--- config.mk ---
export PLATFORM = sky130hd
export DESIGN_NAME = gpio_sw_debounce
export DESIGN_NICKNAME = d
export VERILOG_FILES = /design/src/rtl/gpio_db_pkg.sv /design/src/rtl/gpio_db_chan.sv /design/src/rtl/gpio_sw_debounce.sv
export SDC_FILE = /design/constraint.sdc
export NUM_CORES = 1
export LEC_CHECK = 0
export BUFFER_PORTS_ARGS = -buffer_cell sky130_fd_sc_hd__buf_2
export CORE_ASPECT_RATIO = 1.1
export CORE_MARGIN = 2
export CORE_UTILIZATION = 56
export DETAILED_ROUTE_END_ITERATION = 10
export MAX_ROUTING_LAYER = met4
export PLACE_DENSITY = 0.8
export SYNTH_ARGS = -nofsm -noshare
export SYNTH_HDL_FRONTEND = slang
export SYNTH_HIERARCHICAL = 1
export SYNTH_SLANG_ARGS = --single-unit
--- constraint.sdc ---
create_clock -name clk -period 1.69 [get_ports clk]
set_input_delay 0.169 -clock clk [delete_from_list [all_inputs] [get_ports clk]]
set_output_delay 0.169 -clock clk [all_outputs]
set_load 0.03 [all_outputs]
--- src/rtl/gpio_db_pkg.sv ---
`default_nettype none
// ============================================================================
//  Module      : gpio_db_pkg
//  Description : Shared constants and types for the slide-switch debouncer.
//  Revision    : 1.0  initial release
// ============================================================================
package gpio_db_pkg;

    // 10 ms of stability at the 50 MHz core clock
    localparam int DB_CYCLES_DEFAULT = 500000;

    // Slide switches on the Nexys A7
    localparam int N_SW_NEXYS = 16;

    typedef logic [N_SW_NEXYS-1:0] sw_vec_t;

endpackage : gpio_db_pkg
`default_nettype wire

--- src/rtl/gpio_db_chan.sv ---
`default_nettype none
// ============================================================================
//  Module      : gpio_db_chan
//  Description : One switch channel: 2-FF synchroniser, stability counter,
//                debounced level, rise/fall pulses and an optional sticky
//                change flag (built when GPIO_DB_EVENT_EN is defined).
//  Revision    : 1.0  initial release
// ============================================================================
module gpio_db_chan #(
    parameter int   DB_CYCLES = 4,
    parameter logic RESET_VAL = 1'b0
) (
    input  logic clk,
    input  logic rst_n,
    input  logic sw_i,
    input  logic evt_clr_i,
    output logic sw_o,
    output logic rise_o,
    output logic fall_o,
    output logic evt_o
);

    localparam int               CNT_W      = $clog2(DB_CYCLES + 1);
    // Count reached on the last of DB_CYCLES consecutive differing cycles
    localparam logic [CNT_W-1:0] c_cnt_last = CNT_W'(DB_CYCLES - 1);

    logic             sync1_q;
    logic             sync2_q;
    logic [CNT_W-1:0] cnt_q, cnt_d;
    logic             lvl_q, lvl_d;
    logic             rise_q, rise_d;
    logic             fall_q, fall_d;

    // Two-flop synchroniser bringing the raw pin into the clk domain
    always_ff @(posedge clk or negedge rst_n) begin
        if (!rst_n) begin
            sync1_q <= 1'b0;
            sync2_q <= 1'b0;
        end else begin
            sync1_q <= sw_i;
            sync2_q <= sync1_q;
        end
    end

    // Qualification: count while the synchronised input differs from the
    // accepted level; any agreeing cycle drops back to idle (count 0)
    always_comb begin
        cnt_d  = '0;
        lvl_d  = lvl_q;
        rise_d = 1'b0;
        fall_d = 1'b0;
        if (sync2_q != lvl_q) begin
            if (cnt_q == c_cnt_last) begin
                lvl_d  = sync2_q;
                rise_d = sync2_q;
                fall_d = ~sync2_q;
            end else begin
                cnt_d = cnt_q + CNT_W'(1);
            end
        end
    end

    // Counter, accepted level and edge pulses
    always_ff @(posedge clk or negedge rst_n) begin
        if (!rst_n) begin
            cnt_q  <= '0;
            lvl_q  <= RESET_VAL;
            rise_q <= 1'b0;
            fall_q <= 1'b0;
        end else begin
            cnt_q  <= cnt_d;
            lvl_q  <= lvl_d;
            rise_q <= rise_d;
            fall_q <= fall_d;
        end
    end

    assign sw_o   = lvl_q;
    assign rise_o = rise_q;
    assign fall_o = fall_q;

`ifdef GPIO_DB_EVENT_EN
    logic evt_q, evt_d;

    // Sticky change flag: a pulse sets it, a clear request drops it, and a
    // pulse arriving together with a clear keeps it set
    always_comb begin
        evt_d = (evt_q & ~evt_clr_i) | rise_q | fall_q;
    end

    // Sticky flag register
    always_ff @(posedge clk or negedge rst_n) begin
        if (!rst_n) begin
            evt_q <= 1'b0;
        end else begin
            evt_q <= evt_d;
        end
    end

    assign evt_o = evt_q;
`else
    // Feature absent: flag tied low, clear request intentionally unused
    logic w_unused_clr;
    assign w_unused_clr = evt_clr_i;
    assign evt_o        = 1'b0;
`endif

endmodule : gpio_db_chan
`default_nettype wire

--- src/rtl/gpio_sw_debounce.sv ---
`default_nettype none
// ============================================================================
//  Module      : gpio_sw_debounce
//  Description : Synchronises and debounces N_CH asynchronous slide switches
//                for the SoC GPIO input bus. Provides the clean level plus
//                one-cycle rise/fall pulses per channel. Optional sticky
//                change flags are enabled with the GPIO_DB_EVENT_EN macro.
//  Revision    : 1.0  initial release
// ============================================================================
module gpio_sw_debounce
    import gpio_db_pkg::*;
#(
    parameter int              N_CH      = N_SW_NEXYS,
    parameter int              DB_CYCLES = DB_CYCLES_DEFAULT, // must be >= 1
    parameter logic [N_CH-1:0] RESET_VAL = '0
) (
    input  logic            clk,
    input  logic            rst_n,
    input  logic [N_CH-1:0] sw_i,
    output logic [N_CH-1:0] sw_o,
    output logic [N_CH-1:0] rise_o,
    output logic [N_CH-1:0] fall_o,
    output logic [N_CH-1:0] evt_o,
    input  logic [N_CH-1:0] evt_clr_i
);

    // One fully independent debouncer per switch
    for (genvar g = 0; g < N_CH; g++) begin : g_chan
        gpio_db_chan #(
            .DB_CYCLES (DB_CYCLES),
            .RESET_VAL (RESET_VAL[g])
        ) u_chan (
            .clk       (clk),
            .rst_n     (rst_n),
            .sw_i      (sw_i[g]),
            .evt_clr_i (evt_clr_i[g]),
            .sw_o      (sw_o[g]),
            .rise_o    (rise_o[g]),
            .fall_o    (fall_o[g]),
            .evt_o     (evt_o[g])
        );
    end

endmodule : gpio_sw_debounce
`default_nettype wire

==> reports/metrics.cfg <==
[clock_network]
clkTransAtPathRegs_ps=70
clockRootBuffer=clkbuf_16
cts.htree.levels=2
numCtsBuffers=41
cts.sinks=384
cts_buffer_depth=3
clk_latency_ps=540
cts_tree=yes

[logic_synthesis]
syn_nets=1869
synth.distinct_cells=39
synth_seq_area_share=0.516
syn_inst=1819
async_reset_ff_frac=1.00
avgSynthCellArea_um2=10.2
synth-seq-cells=384
ys.flop_type=dfrtp_1
synth_top_area_cell=dfrtp_1
yosysTopAreaCellShare=0.516
mappedNetlistArea_um2=18600
synth_warnings=6
synth_edf_count=0
synth.area.top_cells=dfrtp_1 (52%), xnor2_1 (9.0%), nor2_1 (5.9%)

[sta]
period_share=1.17
final_max_slew_viol_count=0
setup-violations-final=202
slew_headroom=0.618
timing.final.crit_period_ps=1970
hold_violations=0
max_slew.worst_pin.slew_ps=572
rsz0062_at_grt=true
fin_skew_ps=22.2
fin_ws_ps=-284
timing.fmax_mhz=507

[routing]
wl_um=55700
wl_per_cell_um=20.2
drc=0
drtAntennaViolNets=0
avgViaCountPerCell=6.14
drtIter0Drc=1112
drt_pass1_iterations=5
num_vias=16898

[power]
p_leak_nw=10.9
p_per_area_nw_per_um2=770
total_power_mw=19.9
ir_worst_vdd_mv=1.04

[die]
fp-row-count=70
fp.dieW_um=178
core_area_um2=33000
dieArea_um2=34700
dieHeight_um=195
start_util=0.564
ios=98

[critical_path]
crit_path_start_kind=register
endpoint_kind=register
cp_max_fo=6
crit_path_start=g_chan[4].u_chan/cnt_q[2]$_DFF_PN0_
crit_type=reg2reg
crit_buf_inv=2
crit_slowest_cell=dfrtp_1
required_ps=2110
arrival_ps=2390
reg2reg_from=g_chan[4].u_chan/cnt_q[2]$_DFF_PN0_
crit_path_frequent_cell=nand4_1
crit_family=simple AND/OR/NAND/NOR gates
path_cells=buf_4 -> nand4_1 -> nor3_1 -> nand4_1 -> buf_6 -> mux2_4
cp_slowest_stage_delay_ps=390

[final_layout]
diodes=0
syn_to_final_growth_pct=38.6
fin_area_um2=25800
nNetsFinal=2348
instances_no_fill=2753
layout-drive-gt1-share=0.376

[hold_path]
hold_path_class=in2async

[grt]
track_usage=0.267
grt_max_degree=56
grt_pass1_wl_um=75300
grt-ovfl-total=0
grt_pass1_vias=16067
antenna_found_initial=0

[flow_run]
max-cap-violations=0

[status]
outcome=finished with violations
violations=negative setup slack

[placement]
io_buffers=65
gp_congestion=0.918
dp_cells=2549
hpwl_um=28100
dpl_worst_slack_ps=-114
dpl-instance-area_um2=21600

worst reg2reg max path: cells and delay by family (launching register included):
kind                   cells  cell delay (ps)
buffers and inverters      2              370
flip-flops                 1              390
multiplexers               1              290
AND/OR/NAND/NOR            3              810
power breakdown:
part | switching, mW | internal (mW) | leakage (nW)
sequential | 0.138 | 9.33 | 5.22
combinational | 0.752 | 0.607 | 5.08
clock | 3.70 | 5.34 | 0.639
total | 4.59 | 15.3 | 10.9
sequential cells by signal, indices dropped and copies added (netlist names):
register,flops
g_chan.u_chan/sync2_q,16
g_chan.u_chan/rise_o,16
g_chan.u_chan/cnt_q,304
g_chan.u_chan/sw_o,16
g_chan.u_chan/fall_o,16
g_chan.u_chan/sync1_q,16
stage by stage:
stage	utilization	TNS, ps	hold WS, ps
after floorplan	-	-178	-127
after global placement	0.655	-72.7	166
after detailed placement	0.655	-4860	157
after CTS	0.716	-160	188
after global routing	0.781	-26560	208
final	0.781	-13280	159
repair_timing:
item / CTS / global route
hold buffers: 17 / 0
hold endpoints to repair: 143 / 0
buffers inserted: 38 / 75
resized for setup: 50 / 325
pin swaps: 49 / 191
setup endpoints to repair: 187 / 318
cloned: 2 / 6
area by class of cell:
| type | instances | area (um^2) |
|---|---|---|
| clock buffers | 54 | 1140 |
| clock inverters | 12 | 168 |
| fillers | 1740 | 7240 |
| inverters | 46 | 173 |
| multi-input cells | 1327 | 10100 |
| flip-flops and latches | 384 | 9630 |
| well taps | 432 | 541 |
| repair buffers | 498 | 4050 |
cell usage after synthesis, drive strengths merged, types with 15 or more instances:
library cell  instances
o31ai                15
and3                 18
or4                  15
nor3b                32
xnor2               191
buf                  47
dfrtp               384
a21oi                31
mux2                 16
nand3                94
nand4               156
o21ai                17
inv                  46
nor4                 52
and4                 17
clkbuf               15
or3                  15
ha                   16
a31o                 15
conb                 16
xor2                 66
and2                 15
nor3                 94
nand2               111
nor2                291
nor4b                30
logic make-up after synthesis:
| logic type | synth area share |
|---|---|
| fa+ha+maj | 0.0108 |
| mux | 0.00988 |
| other cells | 0.00323 |
| xor+xnor | 0.121 |
| simple gates | 0.270 |
| buf+inv | 0.0271 |
| flops | 0.516 |
| compound gates | 0.0412 |
final timing paths:
kind	to	slack, ps	depth (start not counted)
worst max-delay path	g_chan[4].u_chan/sw_o$_DFFE_PN0P_	-280	6
worst max register to register	g_chan[4].u_chan/sw_o$_DFFE_PN0P_	-280	6
worst min register to register	g_chan[7].u_chan/sync2_q$_DFF_PN0_	350	0
max in group asynchronous	g_chan[12].u_chan/cnt_q[1]$_DFF_PN0_	870	3
min in group clk	g_chan[5].u_chan/sync1_q$_DFF_PN0_	280	2
worst min-delay path	g_chan[13].u_chan/cnt_q[0]$_DFF_PN0_	160	2
cell usage in the layout (no fill, tap or decap), types with 16 or more instances in the layout:
master	Yosys	layout
nor3b_1	32	19
nor4_1	50	19
buf_12	0	17
conb_1	16	16
nand4_1	139	139
dlygate4sd3_1	0	17
nor2_1	291	222
buf_2	16	64
nor4b_2	0	22
nor4_4	2	26
buf_4	16	354
nand3_1	94	89
nor2_4	0	46
dfrtp_2	0	20
clkbuf_16	0	44
dfrtp_1	384	364
nor3_1	94	81
xor2_1	66	63
a21oi_2	15	21
xnor2_1	191	189
nand2_1	111	110
nor2_2	0	23
and3_1	17	16
buf_6	0	42
inv_1	46	46
routing by layer:
layer	vias to the layer above	track usage	part of all wire
li1	7326	-	-
met1	8454	0.314	0.36
met2	805	0.469	0.53
met3	313	0.0378	0.056
met4	0	0.0917	0.054
met5	-	-	0
Power figures use the tool's default switching activity.
